## config.mk

```make
export PLATFORM = sky130hd
export DESIGN_NAME = if_stage_prefetch_flat
export DESIGN_NICKNAME = d
export VERILOG_FILES = /design/src/rtl/if_pkg.sv /design/src/rtl/if_stage_prefetch_if.sv /design/src/rtl/if_fifo.sv /design/src/rtl/if_stage_prefetch.sv /design/src/flat_wrapper.sv
export SDC_FILE = /design/constraint.sdc
export NUM_CORES = 1
export LEC_CHECK = 0
export ABC_AREA = 1
export BUFFER_PORTS_ARGS = -buffer_cell sky130_fd_sc_hd__buf_2
export CORE_MARGIN = 1
export CORE_UTILIZATION = 40
export DETAILED_ROUTE_END_ITERATION = 10
export PLACE_DENSITY_LB_ADDON = 0.1
export SYNTH_ARGS = -nofsm -noshare
export SYNTH_HDL_FRONTEND = slang
export SYNTH_SLANG_ARGS = --single-unit
```

## constraint.sdc

```tcl
create_clock -name clk -period 9.15 [get_ports clk]
set_input_delay 2.2875 -clock clk [delete_from_list [all_inputs] [get_ports clk]]
set_output_delay 2.2875 -clock clk [all_outputs]
set_load 0.01 [all_outputs]
```

## src/rtl/if_pkg.sv

```systemverilog
// Shared constants and types for the instruction-fetch prefetch stage.
package if_pkg;

    localparam int unsigned IF_ADDR_W   = 32;
    localparam int unsigned IF_DATA_W   = 32;
    localparam int unsigned IF_DEPTH    = 4;
    localparam int unsigned IF_PC_STEP  = 4;
    localparam logic [31:0] IF_RESET_PC = 32'h0000_0000;

    // One queue entry at default widths: the PC to hand to decode plus its instruction.
    typedef struct packed {
        logic [IF_ADDR_W-1:0] pc;
        logic [IF_DATA_W-1:0] instr;
    } if_entry_t;

endpackage

```

## src/rtl/if_stage_prefetch_if.sv

```systemverilog
// Instruction-memory bus: fetch stage is master (drives address), memory is slave.
interface if_stage_prefetch_if #(
    parameter int unsigned ADDR_W = 32,
    parameter int unsigned DATA_W = 32
);
    logic [ADDR_W-1:0] imem_addr;
    logic              imem_ready;
    logic [DATA_W-1:0] imem_rdata;

    modport master (output imem_addr, input imem_ready, input imem_rdata);
    modport slave  (input imem_addr, output imem_ready, output imem_rdata);
endinterface

```

## src/rtl/if_fifo.sv

```systemverilog
// Prefetch queue: circular buffer with push/pop/flush and occupancy count.
// Push while full is legal only together with a pop (caller guarantees this).
module if_fifo #(
    parameter int unsigned WIDTH = 64,
    parameter int unsigned DEPTH = 4,
    localparam int unsigned PtrW = $clog2(DEPTH),
    localparam int unsigned CntW = PtrW + 1
) (
    input  logic             clk,
    input  logic             rst,
    input  logic             flush_i,
    input  logic             push_i,
    input  logic             pop_i,
    input  logic [WIDTH-1:0] wdata_i,
    output logic [WIDTH-1:0] rdata_o,
    output logic [CntW-1:0]  count_o,
    output logic             full_o,
    output logic             empty_o
);
    logic [WIDTH-1:0] mem_q [DEPTH];
    logic [PtrW-1:0]  wptr_q, rptr_q;
    logic [CntW-1:0]  count_q, count_d;

    // Occupancy next-state: +1 push only, -1 pop only, unchanged otherwise.
    always_comb begin
        count_d = count_q;
        case ({push_i, pop_i})
            2'b10:   count_d = count_q + CntW'(1);
            2'b01:   count_d = count_q - CntW'(1);
            default: count_d = count_q;
        endcase
    end

    // Pointers and count; flush and reset both empty the queue in one edge.
    always_ff @(posedge clk) begin
        if (rst || flush_i) begin
            wptr_q  <= '0;
            rptr_q  <= '0;
            count_q <= '0;
        end else begin
            if (push_i) wptr_q <= wptr_q + PtrW'(1);
            if (pop_i)  rptr_q <= rptr_q + PtrW'(1);
            count_q <= count_d;
        end
    end

    // Entry storage; contents need no reset since count gates validity.
    always_ff @(posedge clk) begin
        if (push_i) mem_q[wptr_q] <= wdata_i;
    end

    assign rdata_o = mem_q[rptr_q];
    assign count_o = count_q;
    assign full_o  = (count_q == CntW'(DEPTH));
    assign empty_o = (count_q == '0);

endmodule

```

## src/rtl/if_stage_prefetch.sv

```systemverilog
// Instruction-fetch stage with a prefetch queue between imem and decode.
// Optional macro IF_PERF_CNT_EN adds flush_cnt / stall_cnt performance counters.
module if_stage_prefetch
    import if_pkg::*;
#(
    parameter int unsigned       ADDR_W   = IF_ADDR_W,
    parameter int unsigned       DATA_W   = IF_DATA_W,
    parameter int unsigned       DEPTH    = IF_DEPTH,
    parameter int unsigned       PC_STEP  = IF_PC_STEP,
    parameter logic [ADDR_W-1:0] RESET_PC = ADDR_W'(IF_RESET_PC)
) (
    input  logic                  clk,
    input  logic                  rst,
    input  logic                  freeze,
    input  logic                  Branch_token,
    input  logic [ADDR_W-1:0]     BranchAddr,
    if_stage_prefetch_if.master   imem,
    output logic                  out_valid,
    output logic [ADDR_W-1:0]     PC,
    output logic [DATA_W-1:0]     Instruction,
    output logic [$clog2(DEPTH):0] count
`ifdef IF_PERF_CNT_EN
    ,
    output logic [31:0]           flush_cnt,
    output logic [31:0]           stall_cnt
`endif
);
    localparam int unsigned EntryW = ADDR_W + DATA_W;

    logic [ADDR_W-1:0] fetch_pc_q, fetch_pc_d;
    logic [ADDR_W-1:0] next_pc;
    logic              push, pop, full, empty;
    logic [EntryW-1:0] head;

    assign next_pc        = fetch_pc_q + ADDR_W'(PC_STEP);
    assign imem.imem_addr = fetch_pc_q;

    assign out_valid = ~empty;
    assign pop       = out_valid & ~freeze & ~Branch_token;
    // Full queue still accepts a fetch when the head leaves in the same cycle.
    assign push      = imem.imem_ready & ~Branch_token & (~full | pop);

    // Fetch PC next-state: redirect beats sequential advance.
    always_comb begin
        fetch_pc_d = fetch_pc_q;
        if (Branch_token) begin
            fetch_pc_d = BranchAddr;
        end else if (push) begin
            fetch_pc_d = next_pc;
        end
    end

    // Fetch PC register.
    always_ff @(posedge clk) begin
        if (rst) fetch_pc_q <= RESET_PC;
        else     fetch_pc_q <= fetch_pc_d;
    end

    if_fifo #(
        .WIDTH (EntryW),
        .DEPTH (DEPTH)
    ) u_fifo (
        .clk     (clk),
        .rst     (rst),
        .flush_i (Branch_token),
        .push_i  (push),
        .pop_i   (pop),
        .wdata_i ({next_pc, imem.imem_rdata}),
        .rdata_o (head),
        .count_o (count),
        .full_o  (full),
        .empty_o (empty)
    );

    assign PC          = head[EntryW-1:DATA_W];
    assign Instruction = head[DATA_W-1:0];

`ifdef IF_PERF_CNT_EN
    logic [31:0] flush_cnt_q, stall_cnt_q;

    // Flush cycles and cycles where decode holds a valid head.
    always_ff @(posedge clk) begin
        if (rst) begin
            flush_cnt_q <= '0;
            stall_cnt_q <= '0;
        end else begin
            if (Branch_token)       flush_cnt_q <= flush_cnt_q + 32'd1;
            if (out_valid && freeze) stall_cnt_q <= stall_cnt_q + 32'd1;
        end
    end

    assign flush_cnt = flush_cnt_q;
    assign stall_cnt = stall_cnt_q;
`endif

endmodule

```

## src/flat_wrapper.sv

```systemverilog
// flat-port wrapper written by rule: the top's interface ports become plain ports
module if_stage_prefetch_flat import if_pkg::*;
#(
    parameter int unsigned       ADDR_W   = IF_ADDR_W,
    parameter int unsigned       DATA_W   = IF_DATA_W,
    parameter int unsigned       DEPTH    = IF_DEPTH,
    parameter int unsigned       PC_STEP  = IF_PC_STEP,
    parameter logic [ADDR_W-1:0] RESET_PC = ADDR_W'(IF_RESET_PC)
)
  (clk, rst, freeze, Branch_token, BranchAddr, out_valid, PC, Instruction, count, imem_imem_addr, imem_imem_ready, imem_imem_rdata);
  if_stage_prefetch_if #(.ADDR_W(ADDR_W), .DATA_W(DATA_W)) imem_i ();
  input  logic clk;
  input  logic rst;
  input  logic freeze;
  input  logic Branch_token;
  input  logic [ADDR_W-1:0] BranchAddr;
  output logic out_valid;
  output logic [ADDR_W-1:0] PC;
  output logic [DATA_W-1:0] Instruction;
  output logic [$clog2(DEPTH):0] count;
  output wire logic [$bits(imem_i.imem_addr)-1:0] imem_imem_addr;
  input wire logic [$bits(imem_i.imem_ready)-1:0] imem_imem_ready;
  input wire logic [$bits(imem_i.imem_rdata)-1:0] imem_imem_rdata;
  assign imem_imem_addr = imem_i.imem_addr;
  assign imem_i.imem_ready = imem_imem_ready;
  assign imem_i.imem_rdata = imem_imem_rdata;
  if_stage_prefetch #(.ADDR_W(ADDR_W), .DATA_W(DATA_W), .DEPTH(DEPTH), .PC_STEP(PC_STEP), .RESET_PC(RESET_PC)) u_core (.clk(clk), .rst(rst), .freeze(freeze), .Branch_token(Branch_token), .BranchAddr(BranchAddr), .imem(imem_i), .out_valid(out_valid), .PC(PC), .Instruction(Instruction), .count(count));
endmodule
```

==> key figures, run 1 <==
Placed design
  – IO Port Bufs: 168
  – Final Wtd Congestion: 0.852
  – HPWL Detailed: 17.6 mm
  – Setup slack at placement: 4.16 ns

Route
  – Total number of vias: 8268
  – Total wire length: 29.8 mm
  – Vias per cell: 5.04
  – Initial DRC Count: 647
  – Antenna viol nets, final: 0
  – DRC Markers: 0
  – WL per Instance: 18.1 um
  – First-pass iteration count of the detailed router: 5

GRT
  – Tot GR Track Use: 0.192
  – Remaining global-route overflow: 0
  – First-pass GRT wire length: 45.6 mm
  – Vias in the first global route: 7945
  – Initial antenna violation count: 0
  – Largest net degree at the start of global routing: 99

STA
  – Worst slew pin tran: 1.08 ns
  – Fmax: 0.191 GHz
  – Period utilization: 0.571
  – Setup ws final: 3.92 ns
  – Hold WS: 0.461 ns
  – Setup tns final: 0 ns
  – # setup viols final: 0
  – RSZ-0062 raised after global routing: false
  – Final Hold Viols: 0
  – Final Max Tran Viols: 0
  – Crit path time final: 5.23 ns
  – Slew margin rel.: 0.282
  – Clock skew: 0.0107 ns

Worst setup path
  – Crit. End Element: output pin
  – Crit path DAT: 2.94 ns
  – Req. time, crit path: 6.86 ns
  – Worst Path Class, Setup: reg -> out
  – Startpoint Class: register
  – CP Max Fanout: 98

Floorplanning
  – I/O pin count: 169
  – Initial Utilization: 0.409
  – Die H: 177 um
  – Core Region: 29800 um^2
  – Chip Width: 177 um
  – Row cnt: 63
  – Die ar.: 31200 um^2

Clock tree
  – Setup Fix Bufs, Post-CTS: 0
  – Clock-pin slew on the worst setup and hold paths: 0.06 ns
  – CTS max path bufs: 3
  – CTS Buf Count: 31
  – Clk sinks: 297
  – H-tree levels: 1
  – CTS hold repair buffers: 0
  – Root buf cell: clkbuf_16
  – TritonCTS clock tree: built
  – Post-CTS sizing: 0
  – Clock latency on the worst-skew pair: 0.57 ns

Pwr
  – Pwr Density: 206 nW/um^2
  – Pwr Total: 0.00297 W
  – Peak VDD IR: 0.130 mV
  – P_leak: 5.26 nW

Finish
  – Commonest non-fill, non-tap cell in the layout: edfxtp_1
  – Nets: 1302
  – Synthesis-to-finish area growth: 18.3%
  – Commonest non-fill, non-tap cells in the layout: 256 x edfxtp_1, 169 x nor2_1, 168 x buf_2
  – Layout cells sized above 1: 0.208
  – Multi-input combinational cell area: 3240 um^2
  – Fillers: 2776
  – Reg area: 8510 um^2
  – Fin util: 0.484
  – N_diodes: 0

Yosys
  – Synthesized flop and latch total: 297
  – Synth Area per Inst: 11.4 um^2
  – Net Count, Synth: 1149
  – Sequential area share after synthesis: 0.697
  – Synth Flop Type: edfxtp_1
  – Post-Synthesis Cells: 1074
  – Yosys cell types: 33
  – Post-Syn Area: 12200 um^2
  – Post-synth EDFFs: 256
  – Asr flop ratio synth: 0
  – Yosys warns: 0

Min path
  – Min-delay worst type: reg -> reg

Run
  – MaxCap Viol Count: 0

Run status
  – Status: finished, final reports clean
-- per-layer routing --
metal,wire length (um),GRT usage,vias up
li1,-,-,4073
met1,14000,0.276,3929
met2,13700,0.306,227
met3,1560,0.0281,39
met4,584,0.0463,0
met5,0,0,-
-- cells in the mapped netlist (4+ instances only) --
cell,n,share of area
ha_1,5,0.0051
nand2_2,7,0.0036
buf_2,9,0.0037
nand2_1,157,0.048
a21oi_1,23,0.0094
clkbuf_1,42,0.013
nor2_4,8,0.0074
xor2_2,4,0.0053
xor2_1,10,0.0072
o21ai_0,152,0.062
nor2_1,173,0.053
inv_1,60,0.018
nor2_2,6,0.0031
nand3_1,23,0.0094
a21oi_2,5,0.0036
a31oi_1,5,0.0026
edfxtp_1,256,0.63
dfxtp_1,41,0.067
and2_1,6,0.0031
o22ai_1,64,0.033
-- through the flow --
stage               cell area, um^2  instances
global route                  14400       1642
CTS                           14400       1642
floorplan                     12200       1074
global placement              13400       1584
finish                        14400       1642
detailed placement            13400       1584
-- layout make-up --
class	instances	area share
well taps	390	0.0338
clock inverters	18	0.0160
clock buffers	40	0.0568
multi-input cells	657	0.224
repair buffers	176	0.0624
inverters	64	0.0169
flip-flops and latches	297	0.590
-- power by group --
group	switching [W]	total [W]	internal, W	leakage [nW]
logic	0.000104	0.000157	0.0000529	2.10
clock network	0.000514	0.00129	0.000773	0.496
registers	0.0000209	0.00153	0.00150	2.67
-- critical path: stages (launching register included) --
cell	delay (ns)
dfxtp_4	0.49
inv_4	0.31
buf_4	0.77
o21ai_0	0.17
o22ai_1	0.31
buf_2	0.20
-- sequential cells by signal (all words and copies together) (netlist names), named ones only --
signal,cells
u_core.u_fifo.mem_q,256
u_core.imem.imem_addr,32
u_core.u_fifo.wptr_q,2
u_core.u_fifo.count_o,3
u_core.u_fifo.rptr_q,2
-- final timing paths --
path                                          from                                   end  slack (ns)  depth (start not counted)
max                                       register                                PC[11]        3.92                          5
min           u_core.u_fifo.rptr_q[1]$_SDFFE_PP0P_                              register        0.46                          2
max reg2reg  u_core.u_fifo.count_o[0]$_SDFFE_PP0P_  u_core.u_fifo.mem_q[3][28]$_DFFE_PP_        6.67                          5
min reg2reg   u_core.u_fifo.rptr_q[1]$_SDFFE_PP0P_                              register        0.46                          2
-- cell families (layout without fill, tap and decap cells) --
group	count (synthesis)	count (layout)	share of synthesized area
flip-flops	297	297	0.697
AO/OA/AOI/OAI	252	252	0.113
buffers and inverters	120	298	0.0398
XOR/XNOR	15	15	0.0132
adder cells (fa/ha/maj)	6	6	0.00677
AND/OR/NAND/NOR	384	384	0.130
Note: power is estimated with default switching activity, not from simulation.
==> inputs of run 2 (changes only) <==
- clock period: 9.15 -> 5.2 ns (I/O delays scaled with it)
==> key figures, run 2 (synthesis results as in run 1) <==
Finish
  – Fillers: 2751 (-0.90%)
  – Max reg flops: 256 (unchanged)
  – Nets: 1305 (+0.23%)
  – Layout cells sized above 1: 0.214 (+0.00605)
  – Commonest non-fill, non-tap cells in the layout: 256 x edfxtp_1, 169 x nor2_1, 168 x buf_2
  – Commonest non-fill, non-tap cell in the layout: edfxtp_1
  – Synthesis-to-finish area growth: 18.3% (unchanged)
  – N_diodes: 0 (unchanged)
  – Largest reg by FF count: u_core.u_fifo.mem_q

Route
  – First-pass iteration count of the detailed router: 4 (-1)
  – Antenna viol nets, final: 0 (unchanged)
  – Initial DRC Count: 557 (-14%)
  – WL per Instance: 18.2 um (+0.53%)
  – Total number of vias: 8332 (+0.77%)
  – Vias per cell: 5.07 (+0.65%)
  – DRC Markers: 0 (unchanged)
  – Total wire length: 30.0 mm (+0.65%)

STA
  – Crit path time final: 4.04 ns
  – Worst slew pin tran: 1.11 ns (+0.0320 ns)
  – Setup ws final: 1.16 ns (-2.76 ns)
  – Clock skew: 0.0205 ns (+0.00984 ns)
  – Final Max Tran Viols: 0 (unchanged)
  – Slew margin rel.: 0.261 (-0.0214)
  – Final Hold Viols: 0 (unchanged)
  – # setup viols final: 0 (unchanged)
  – Setup tns final: 0 ns (unchanged)
  – Period utilization: 0.777
  – Fmax: 0.247 GHz
  – RSZ-0062 raised after global routing: false

GRT
  – Largest net degree at the start of global routing: 87 (-12%)
  – Vias in the first global route: 7971 (+0.33%)
  – First-pass GRT wire length: 45.7 mm (+0.14%)
  – Initial antenna violation count: 0 (unchanged)
  – Remaining global-route overflow: 0 (unchanged)
  – Tot GR Track Use: 0.192 (about the same)

Placed design
  – Final Wtd Congestion: 0.881 (+3.4%)
  – Setup slack at placement: 1.57 ns (-2.59 ns)
  – HPWL Detailed: 18.5 mm (+5.4%)
  – IO Port Bufs: 168 (unchanged)

Clock tree
  – Root buf cell: clkbuf_16
  – Post-CTS sizing: 0 (unchanged)
  – Clock latency on the worst-skew pair: 0.55 ns (-0.02 ns)
  – TritonCTS clock tree: built
  – CTS hold repair buffers: 0 (unchanged)
  – CTS Buf Count: 31 (unchanged)
  – CTS max path bufs: 3 (unchanged)
  – Setup Fix Bufs, Post-CTS: 0 (unchanged)
  – H-tree levels: 1 (unchanged)
  – Clk sinks: 297 (unchanged)
  – Clock-pin slew on the worst setup and hold paths: 0.06 ns (about the same)

Worst setup path
  – Req. time, crit path: 3.90 ns (-2.96 ns)
  – CP Max Fanout: 86 (-12%)
  – Startpoint Class: register
  – Crit. End Element: output pin
  – Crit path DAT: 2.74 ns (-0.20 ns)
  – Worst Path Class, Setup: reg -> out

Pwr
  – P_leak: 5.27 nW (+0.28%)
  – Pwr Density: 354 nW/um^2 (+72%)
  – Peak VDD IR: 0.240 mV (+84%)

Floorplanning
  – Die H: 177 um (unchanged)
  – I/O pin count: 169 (unchanged)
  – Initial Utilization: 0.409 (unchanged)
  – Chip Width: 177 um (unchanged)
  – Die ar.: 31200 um^2 (unchanged)
  – Row cnt: 63 (unchanged)
  – Core Region: 29800 um^2 (unchanged)

Min path
  – Min-delay worst type: reg -> reg

Run
  – MaxCap Viol Count: 0 (unchanged)

Run status
  – Status: finished, final reports clean
[run 2: changes by cell type in the layout (fill, tap and decap cells not counted), sizes merged]
cell	change
inv	-1
clkbuf	+2
clkinvlp	-1
buf	+3
bufinv	-2
clkinv	+1
[run 2: path summary, 6_finish.rpt]
kind | from | endpoint | slack [ns] | cells after the start
hold / removal | u_core.u_fifo.rptr_q[1]$_SDFFE_PP0P_ | register | 0.47 | 2
setup / recovery | register | Instruction[17] | 1.16 | 5
hold reg to reg | u_core.u_fifo.rptr_q[1]$_SDFFE_PP0P_ | register | 0.47 | 2
setup reg to reg | u_core.u_fifo.count_o[0]$_SDFFE_PP0P_ | u_core.u_fifo.mem_q[3][60]$_DFFE_PP_ | 3.04 | 5
[run 2: layer usage]
layer  global-route usage  share of wire  up-vias
li1                     -              -     4076
met1                0.275           0.47     3978
met2                0.306           0.46      243
met3               0.0281          0.054       35
met4               0.0474          0.018        0
met5                    0              0        -
[run 2: cell type report]
| type | count | area, um^2 | share of cell area |
|---|---|---|---|
| Sequential cell | 297 | 8510 | 0.590 |
| Multi-Input combinational cell | 657 | 3240 | 0.224 |
| Timing Repair Buffer | 179 | 948 | 0.0657 |
| Clock buffer | 42 | 847 | 0.0587 |
| Tap cell | 390 | 488 | 0.0338 |
| Inverter | 64 | 244 | 0.0169 |
| Clock inverter | 15 | 156 | 0.0108 |
[run 2: worst max-delay path: stages (launching register included)]
cell	delay, ns
dfxtp_4	0.54
inv_4	0.73
buf_4	0.38
o21ai_0	0.11
o22ai_1	0.21
buf_2	0.18
[run 2: power breakdown]
part | internal, W | switching, W | total [W]
Combinational | 0.0000935 | 0.000186 | 0.000279
Sequential | 0.00265 | 0.0000365 | 0.00268
Clock | 0.00129 | 0.000869 | 0.00215
[run 2: per-stage QoR]
stage          cells   util  instance area (um^2)  hold WS [ns]  total power [W]
2_1_floorplan   1074      -                 12200         0.436          0.00288
3_3_place_gp    1587  0.451                 13400         0.449          0.00301
3_5_place_dp    1587  0.451                 13400         0.462          0.00302
4_1_cts         1644  0.484                 14400         0.474          0.00517
5_1_grt         1644  0.484                 14400         0.534          0.00529
6_report        1644  0.484                 14400         0.467          0.00512
==> inputs of run 3 (changes only) <==
- clock period: 5.2 -> 3.3 ns (I/O delays scaled with it)
==> key figures, run 3 (synthesis results as in run 1) <==
Run
  – MaxCap Viol Count: 0 (unchanged)

Clock tree
  – Clock-pin slew on the worst setup and hold paths: 0.06 ns (about the same)
  – H-tree levels: 1 (unchanged)
  – Clk sinks: 297 (unchanged)
  – Post-CTS sizing: 0 (unchanged)
  – Clock latency on the worst-skew pair: 0.56 ns (about the same)
  – Root buf cell: clkbuf_16
  – TritonCTS clock tree: built
  – Setup Fix Bufs, Post-CTS: 0 (unchanged)
  – CTS Buf Count: 31 (unchanged)
  – CTS hold repair buffers: 0 (unchanged)
  – CTS max path bufs: 3 (unchanged)

GRT
  – Vias in the first global route: 7960 (-0.14%)
  – Largest net degree at the start of global routing: 105 (+21%)
  – Initial antenna violation count: 1 (+1)
  – First-pass GRT wire length: 45.3 mm (-0.89%)
  – Tot GR Track Use: 0.189 (-0.00258)
  – Remaining global-route overflow: 0 (unchanged)

STA
  – Clock skew: 0.0105 ns (-0.0100 ns)
  – Fmax: 0.324 GHz
  – Final Max Tran Viols: 0 (unchanged)
  – Worst slew pin tran: 0.759 ns (-0.349 ns)
  – Crit path time final: 3.09 ns
  – RSZ-0062 raised after global routing: false
  – # setup viols final: 0 (unchanged)
  – Hold WS: 0.485 ns (+0.0176 ns)
  – Final Hold Viols: 0 (unchanged)
  – Slew margin rel.: 0.494 (+0.233)
  – Period utilization: 0.936

Worst setup path
  – Req. time, crit path: 2.47 ns (-1.43 ns)
  – Reg2reg path depth: 8 (+3)
  – Worst Path Class, Setup: reg -> out
  – Startpoint Class: register
  – R2r setup slk: 1.39 ns (-1.65 ns)
  – Crit path DAT: 2.26 ns (-0.48 ns)
  – Crit. End Element: output pin
  – CP Max Fanout: 104 (+21%)

Run status
  – Status: finished, final reports clean

Floorplanning
  – Die ar.: 31200 um^2 (unchanged)
  – Core Region: 29800 um^2 (unchanged)
  – Initial Utilization: 0.409 (unchanged)
  – Chip Width: 177 um (unchanged)
  – I/O pin count: 169 (unchanged)
  – Die H: 177 um (unchanged)
  – Row cnt: 63 (unchanged)

Finish
  – Layout cells sized above 1: 0.221 (+0.00719)
  – Max reg flops: 256 (unchanged)
  – Largest reg by FF count: u_core.u_fifo.mem_q
  – Commonest non-fill, non-tap cells in the layout: 256 x edfxtp_1, 169 x nor2_1, 168 x buf_2
  – Nets: 1313 (+0.61%)
  – Synthesis-to-finish area growth: 20.2%
  – Commonest non-fill, non-tap cell in the layout: edfxtp_1

Pwr
  – P_leak: 5.37 nW (+1.7%)
  – Pwr Total: 0.00825 W (+61%)
  – Peak VDD IR: 0.412 mV (+72%)
  – Pwr Density: 563 nW/um^2 (+59%)

Route
  – First-pass iteration count of the detailed router: 5 (+1)
  – Antenna viol nets, final: 0 (unchanged)
  – Total wire length: 29.5 mm (-1.6%)
  – Vias per cell: 5.02 (-1.0%)
  – Total number of vias: 8296 (-0.43%)
  – Initial DRC Count: 629 (+13%)
  – DRC Markers: 0 (unchanged)
  – WL per Instance: 17.8 um (-2.2%)

Placed design
  – IO Port Bufs: 168 (unchanged)
  – Final Wtd Congestion: 0.853 (-3.1%)
  – HPWL Detailed: 18.1 mm (-2.0%)

Min path
  – Hold depth: 1 (-1)
  – Min-delay worst type: in -> reg
==> run 3: changes by cell type in the layout (fill, tap and decap cells not counted), sizes merged <==
| cell | previous run | this run |
|---|---|---|
| buf | 179 | 187 |
| bufinv | 3 | 4 |
| clkbuf | 42 | 43 |
| clkinv | 11 | 8 |
| clkinvlp | 2 | 3 |
| diode | 0 | 1 |
| inv | 63 | 64 |
==> run 3: where the power goes <==
part	switching (W)	total (W)	internal, W
logic	0.000290	0.000444	0.000154
clock network	0.00142	0.00358	0.00216
registers	0.0000577	0.00423	0.00417
==> run 3: worst paths after layout <==
| check | to | start |
|---|---|---|
| setup / recovery | PC[23] | register |
| hold / removal | u_core.u_fifo.mem_q[2][26]$_DFFE_PP_ | imem_imem_rdata[26] |
| setup reg to reg | u_core.imem.imem_addr[18]$_SDFFE_PP0P_ | u_core.imem.imem_addr[2]$_SDFFE_PP0P_ |
| hold reg to reg | register | u_core.u_fifo.rptr_q[1]$_SDFFE_PP0P_ |
==> run 3: routing by layer <==
metal / GRT usage / up-vias / part of all wire
met3: 0.0296 / 35 / 0.045
met5: 0 / - / 0
met1: 0.275 / 3955 / 0.48
met4: 0.0420 / 0 / 0.017
li1: - / 4102 / -
met2: 0.299 / 204 / 0.46
==> run 3: cell type report <==
class	instances	area [um^2]
clock inverter	15	196
tap	390	488
clock buffer	43	871
fill	2725	15100
timing repair buffer	187	1110
multi-input combinational	657	3240
inverter	64	244
antenna	1	2.50
sequential	297	8510
==> run 3: metrics by stage <==
step           utilization  TNS (ns)  worst slack [ns]  area (um^2)  instances
6_report             0.492         0             0.212        14700       1654
5_1_grt              0.492         0            0.0537        14700       1653
2_1_floorplan            -   -257.31             -1.01        12200       1074
3_3_place_gp         0.456         0             0.791        13600       1595
4_1_cts              0.492         0             0.171        14700       1653
3_5_place_dp         0.456         0             0.773        13600       1595
==> run 3: worst max-delay path, stage by stage, from the launching register on <==
cell	delay (ns)
dfxtp_4	0.53
buf_12	0.38
o21ai_0	0.18
o22ai_1	0.30
buf_2	0.19
